[src/rtl/pipeline_ctrl_pkg.sv]
// Shared encodings for the PipelinedARMv8 hazard/sequencing controller.
package pipeline_ctrl_pkg;

  localparam int REG_W = 5;
  localparam logic [REG_W-1:0] XZR = 5'd31;

  typedef enum logic [1:0] {
    ST_RUN    = 2'd0,
    ST_STALL  = 2'd1,
    ST_FREEZE = 2'd2
  } state_e;

endpackage

[src/rtl/pipeline_hazard_controller_sat_counter.sv]
// Saturating event counter; holds at all-ones instead of wrapping.
module sat_counter #(
  parameter int CNT_W = 16
) (
  input  logic             clock,
  input  logic             reset,
  input  logic             inc,
  output logic [CNT_W-1:0] count
);

  logic [CNT_W-1:0] count_q, count_d;

  always_comb begin
    count_d = count_q;
    if (inc && (count_q != '1)) count_d = count_q + CNT_W'(1);
  end

  always_ff @(posedge clock) begin
    if (!reset) count_q <= '0;
    else        count_q <= count_d;
  end

  assign count = count_q;

endmodule

[src/rtl/pipeline_hazard_controller.sv]
// Load-use stall, taken-branch flush and debug freeze/single-step sequencer
// for the 5-stage pipeline; all control outputs are combinational.
module pipeline_hazard_controller
  import pipeline_ctrl_pkg::*;
#(
  parameter int LOAD_STALL_CYCLES = 1,
  parameter int CNT_W             = 16
) (
  input  logic             clock,
  input  logic             reset,
  input  logic             run,
  input  logic             step,
  input  logic             id_ex_mem_read,
  input  logic [REG_W-1:0] id_ex_rd,
  input  logic [REG_W-1:0] if_id_rn,
  input  logic [REG_W-1:0] if_id_rm,
  input  logic             if_id_uses_rm,
  input  logic             mem_branch_taken,
  output logic             advance,
  output logic             pc_write,
  output logic             if_id_write,
  output logic             if_id_flush,
  output logic             id_ex_flush,
  output logic             ex_mem_flush,
  output logic             pc_src,
  output logic [1:0]       state,
  output logic [CNT_W-1:0] stall_count,
  output logic [CNT_W-1:0] flush_count
);

  localparam int SC_W = 2;
  localparam logic [SC_W-1:0] STALL_INIT = SC_W'(LOAD_STALL_CYCLES - 1);

  state_e          state_q, state_d;
  logic [SC_W-1:0] stall_cnt_q, stall_cnt_d;
  logic            step_prev_q;

  logic            step_pulse;
  logic            adv;
  logic            load_use;
  state_e          eff_state;
  logic            do_branch;
  logic            do_stall;
  logic            do_normal;
  logic [SC_W-1:0] stall_cnt_dec;

  assign load_use = id_ex_mem_read && (id_ex_rd != XZR) &&
                    ((id_ex_rd == if_id_rn) ||
                     (if_id_uses_rm && (id_ex_rd == if_id_rm)));

  assign stall_cnt_dec = stall_cnt_q - SC_W'(1);

  // A single-stepped cycle out of FREEZE behaves like the state that was
  // interrupted: STALL if bubbles are still owed, otherwise RUN.
  always_comb begin
    step_pulse = step & ~step_prev_q;
    adv        = reset & ((state_q != ST_FREEZE) | step_pulse);
    eff_state  = state_q;
    if (state_q == ST_FREEZE)
      eff_state = (stall_cnt_q != '0) ? ST_STALL : ST_RUN;
    do_branch = adv & mem_branch_taken;
    do_stall  = adv & ~mem_branch_taken &
                (((eff_state == ST_RUN) & load_use) |
                 ((eff_state == ST_STALL) & (stall_cnt_q != '0)));
    do_normal = adv & ~do_branch & ~do_stall;
  end

  always_comb begin
    state_d     = state_q;
    stall_cnt_d = stall_cnt_q;
    if (adv) begin
      if (do_branch) begin
        state_d     = ST_RUN;
        stall_cnt_d = '0;
      end else if (do_stall) begin
        if (eff_state == ST_RUN) begin
          stall_cnt_d = STALL_INIT;
          state_d     = (STALL_INIT != '0) ? ST_STALL : ST_RUN;
        end else begin
          stall_cnt_d = stall_cnt_dec;
          state_d     = (stall_cnt_dec != '0) ? ST_STALL : ST_RUN;
        end
      end else begin
        state_d = ST_RUN;
      end
    end
    // The run switch overrides; the owed stall count survives a freeze.
    if (!run)
      state_d = ST_FREEZE;
    else if (state_d == ST_FREEZE)
      state_d = (stall_cnt_d != '0) ? ST_STALL : ST_RUN;
  end

  always_ff @(posedge clock) begin
    if (!reset) begin
      state_q     <= ST_RUN;
      stall_cnt_q <= '0;
      step_prev_q <= 1'b0;
    end else begin
      state_q     <= state_d;
      stall_cnt_q <= stall_cnt_d;
      step_prev_q <= step;
    end
  end

  assign advance      = adv;
  assign pc_write     = do_branch | do_normal;
  assign if_id_write  = do_branch | do_normal;
  assign if_id_flush  = do_branch;
  assign id_ex_flush  = do_branch | do_stall;
  assign ex_mem_flush = do_branch;
  assign pc_src       = do_branch;
  assign state        = state_q;

  sat_counter #(.CNT_W(CNT_W)) u_stall_cnt (
    .clock (clock),
    .reset (reset),
    .inc   (do_stall),
    .count (stall_count)
  );

  sat_counter #(.CNT_W(CNT_W)) u_flush_cnt (
    .clock (clock),
    .reset (reset),
    .inc   (do_branch),
    .count (flush_count)
  );

endmodule
[config.mk]
export PLATFORM = sky130hd
export DESIGN_NAME = pipeline_hazard_controller
export DESIGN_NICKNAME = d
export VERILOG_FILES = /design/src/rtl/pipeline_ctrl_pkg.sv /design/src/rtl/pipeline_hazard_controller_sat_counter.sv /design/src/rtl/pipeline_hazard_controller.sv
export SDC_FILE = /design/constraint.sdc
export NUM_CORES = 1
export LEC_CHECK = 0
export ABC_AREA = 1
export BUFFER_PORTS_ARGS = -buffer_cell sky130_fd_sc_hd__buf_2
export CORE_MARGIN = 2
export CORE_UTILIZATION = 49
export CTS_BUF_LIST = sky130_fd_sc_hd__clkbuf_8 sky130_fd_sc_hd__clkbuf_16
export DETAILED_ROUTE_END_ITERATION = 8
export HOLD_SLACK_MARGIN = 0.12
export PLACE_DENSITY = 0.74
export RECOVER_POWER = 25
export SYNTH_ARGS = -nofsm -noshare
export SYNTH_HDL_FRONTEND = slang
export SYNTH_HIERARCHICAL = 1
export SYNTH_SLANG_ARGS = --single-unit
[constraint.sdc]
create_clock -name clock -period 2.3 [get_ports clock]
set_input_delay 0.115 -clock clock [delete_from_list [all_inputs] [get_ports clock]]
set_output_delay 0.115 -clock clock [all_outputs]
set_load 0.005 [all_outputs]
==> results.yml <==
run_status:
  status: "complete, no violations"
finish:
  drive_gt1_share_pct: 25.2
  num-nets-final: 498
  synthToLayoutAreaGrowth_pct: 16.2
  design_area_mm2: 0.00301
  diodes: 0
sta:
  finalSetupViolations: 0
  skew_ps: 4.01
  max_freq_mhz: 483
  slew_headroom_pct: 75.4
  final_hold_viol_count: 0
  rsz0062_at_grt: "false"
  fin_crit_ps: 2070
  slew_violations: 0
  tns_ps: 0
  period_share_pct: 90.0
  worst_slew_pin_slew_ps: 369
clock_tree:
  cts_root_buf: "clkbuf_8"
  numCtsBuffers: 5
  clkTransAtPathRegs_ps: 70
  cts_max_level: 2
  insertion_delay_ps: 280
  post_cts_buffers: 0
  cts_sinks: 37
  clock_path_buffers: 2
  cts_tree: "built"
logic_synthesis:
  synthXorXnorAreaFrac_pct: 0.338
  yosysSeqAreaShare_pct: 28.6
  synth_cells: 408
  ys_seq_elements: 37
  synth.avg_cell_area_um2: 6.35
  synthAdderAreaFrac_pct: 1.93
  async_reset_ff_share_pct: 0
  synth.area.mux_share_pct: 0
  ys.warnings.count: 6
  synth_nets: 434
  yosys.area_share.simple_pct: 53.9
  synthTopCellsByCount: "129 x nand2_1, 82 x nor2_1, 37 x dfxtp_1, 36 x inv_1, 26 x nand3_1"
  synth_enable_flop_cells: 0
  yosysUniqueCellTypes: 28
  synth_top_family_by_area: "simple AND/OR/NAND/NOR gates"
  synth_ff_type: "dfxtp_1"
  synth.most_common_cell: "nand2_1"
  synth.top_cells.by_area: "dfxtp_1 29%, nand2_1 19%, nor2_1 12%"
  synth.top_cell.area_share_pct: 28.6
  syn_area_mm2: 0.00259
  synth-compound-area-share_pct: 5.22
  synth_top_area_cell: "dfxtp_1"
place:
  hpwl_mm: 4.24
  port_buffers: 62
  post_dp_cell_area_mm2: 0.00290
  place_congestion: 0.839
pwr:
  power.density_mw_per_mm2: 424
  combPwrFrac_pct: 9.7
  seqPwrFrac_pct: 50.9
  p_sw_w: 0.000309
  switching_share_pct: 24.2
  ir_drop_mv: 0.356
  power.internal_w: 0.000968
  p_leak_nw: 1.49
  clkPwrFrac_pct: 39.4
floorplanning:
  start_util_pct: 50.7
  io_pins: 63
  dieWidth_um: 76.7
  die-area_mm2: 0.00588
  core_area_mm2: 0.00511
  fp.dieH_um: 76.7
  rows: 26
hold_path:
  hold_class: "in2reg"
  min_path_cells: 3
  hp-start: "reset"
  hold_end: "state[1]"
critical_path:
  cp-startpoint: "stall_cnt_q[0]"
  path_cells: "inv_1, ha_1, o21bai_4, nand3b_1, nand2_2, nand2_1, inv_2, nand3_1, or2_0, nor2_1, nand3_1, nand2_1, nor2_1"
  critPathCaptureType: "register"
  cp.arrival_ps: 2250
  required_ps: 2480
  rr_endpoint: "u_stall_cnt/count[13]"
  startpoint_type: "register"
  slowest_delay_ps: 330
  crit_type: "reg2reg"
  r2r.worst_path.cells: 13
  r2r_setup_slack_ps: 230
  reg2reg_from: "stall_cnt_q[0]"
  path_max_fanout: 8
  slowest_stage: "dfxtp_1"
global_routing:
  top_usage_layer: "met2"
  grtUsageTotal_pct: 19.7
  grt_pass1_wl_mm: 9.86
  grt_use_met2_pct: 33.2
  grt_pass1_vias: 2355
  met3_usage_pct: 3.29
  antenna_found_initial: 0
  grt_overflow: 0
  use_met1_pct: 26.0
  grt_max_degree: 35
detailed_routing:
  dr.pass1.iters: 4
  vias_per_cell: 4.77
  drc: 0
  ant_nets: 0
  drt_iter0_markers: 171
  wirelength_mm: 5.52
  wl_per_cell_um: 10.2
  dr_total_vias: 2589
flow_run:
  cap_violations: 0
-- cells by family after synthesis --
logic type | Yosys count
AOI/OAI and AO/OA | 22
xor gates and xnor gates | 1
adders and majority gates | 4
buffers and inverters | 50
DFF | 37
and+or+nand+nor | 294
-- critical path, delay by kind of cell (launching register included) --
kind / cells / cell delay (ps)
fa+ha+maj: 1 / 240
flops: 1 / 330
compound gates: 1 / 180
buf+inv: 2 / 200
simple gates: 9 / 1020
-- how the worst max path moves through the flow --
stage                             to  slack, ps  cells past startpoint
6_report       u_stall_cnt/count[13]        230                     13
5_1_grt        u_stall_cnt/count[13]          1                     13
4_1_cts        u_stall_cnt/count[13]        150                     13
3_5_place_dp   u_stall_cnt/count[13]        200                     13
3_3_place_gp   u_stall_cnt/count[13]        290                     13
2_1_floorplan  u_stall_cnt/count[13]        390                     14
-- per-layer routing --
| metal | part of all wire (%) | wire length, um |
|---|---|---|
| met4 | 1.2 | 65 |
| met5 | 0 | 0 |
| met1 | 50 | 2760 |
| met2 | 45 | 2460 |
| met3 | 4.0 | 223 |
-- layout by cell type (no fill, tap or decap), drive strengths merged, types with 3 or more instances in the layout --
cell,instances
a21oi,19
nor2,112
nand3,27
nand4,7
clkbuf,15
dfxtp,37
inv,40
ha,4
nand2,142
buf,56
or2,3
-- power by group through the flow --
| stage | registers (W) | logic [W] | clock network, W |
|---|---|---|---|
| finish | 0.000649 | 0.000124 | 0.000503 |
| global route | 0.000650 | 0.000144 | 0.000546 |
| CTS | 0.000649 | 0.000127 | 0.000522 |
| detailed placement | 0.000664 | 0.000124 | 0 |
| global placement | 0.000664 | 0.000121 | 0 |
| floorplan | 0.000664 | 0.0000882 | 0 |
-- layout make-up --
type	instances	area, um2
clock inverters	1	5.00
fillers	519	2100
flip-flops and latches	37	741
inverters	41	154
repair buffers	66	335
clock buffers	7	96.3
well taps	70	87.6
multi-input cells	321	1590
-- through the flow --
stage | instances | power [W] | hold WS (ps) | utilization, % | setup slack (ps)
floorplan | 408 | 0.000752 | 199 | - | 393
global placement | 533 | 0.000785 | 309 | 56.7 | 291
detailed placement | 533 | 0.000788 | 315 | 56.7 | 201
CTS | 543 | 0.00130 | 144 | 59.1 | 155
global route | 543 | 0.00134 | 154 | 58.9 | 1.47
finish | 543 | 0.00128 | 142 | 58.9 | 230
-- state kept, by name, summed over array words and instances, names as in the netlist --
name and cells:
state 2, stall_cnt_q 2, u_stall_cnt/count 16, u_flush_cnt/count 16
step_prev_q 1
-- timing repair --
item                                    4_1_cts  5_1_grt
endpoints found under the setup margin        0        1
gates resized for setup                       0        1
hold endpoints to repair                      3        0
hold buffers                                  2        0
No activity file was read; power rests on OpenSTA's default activity.
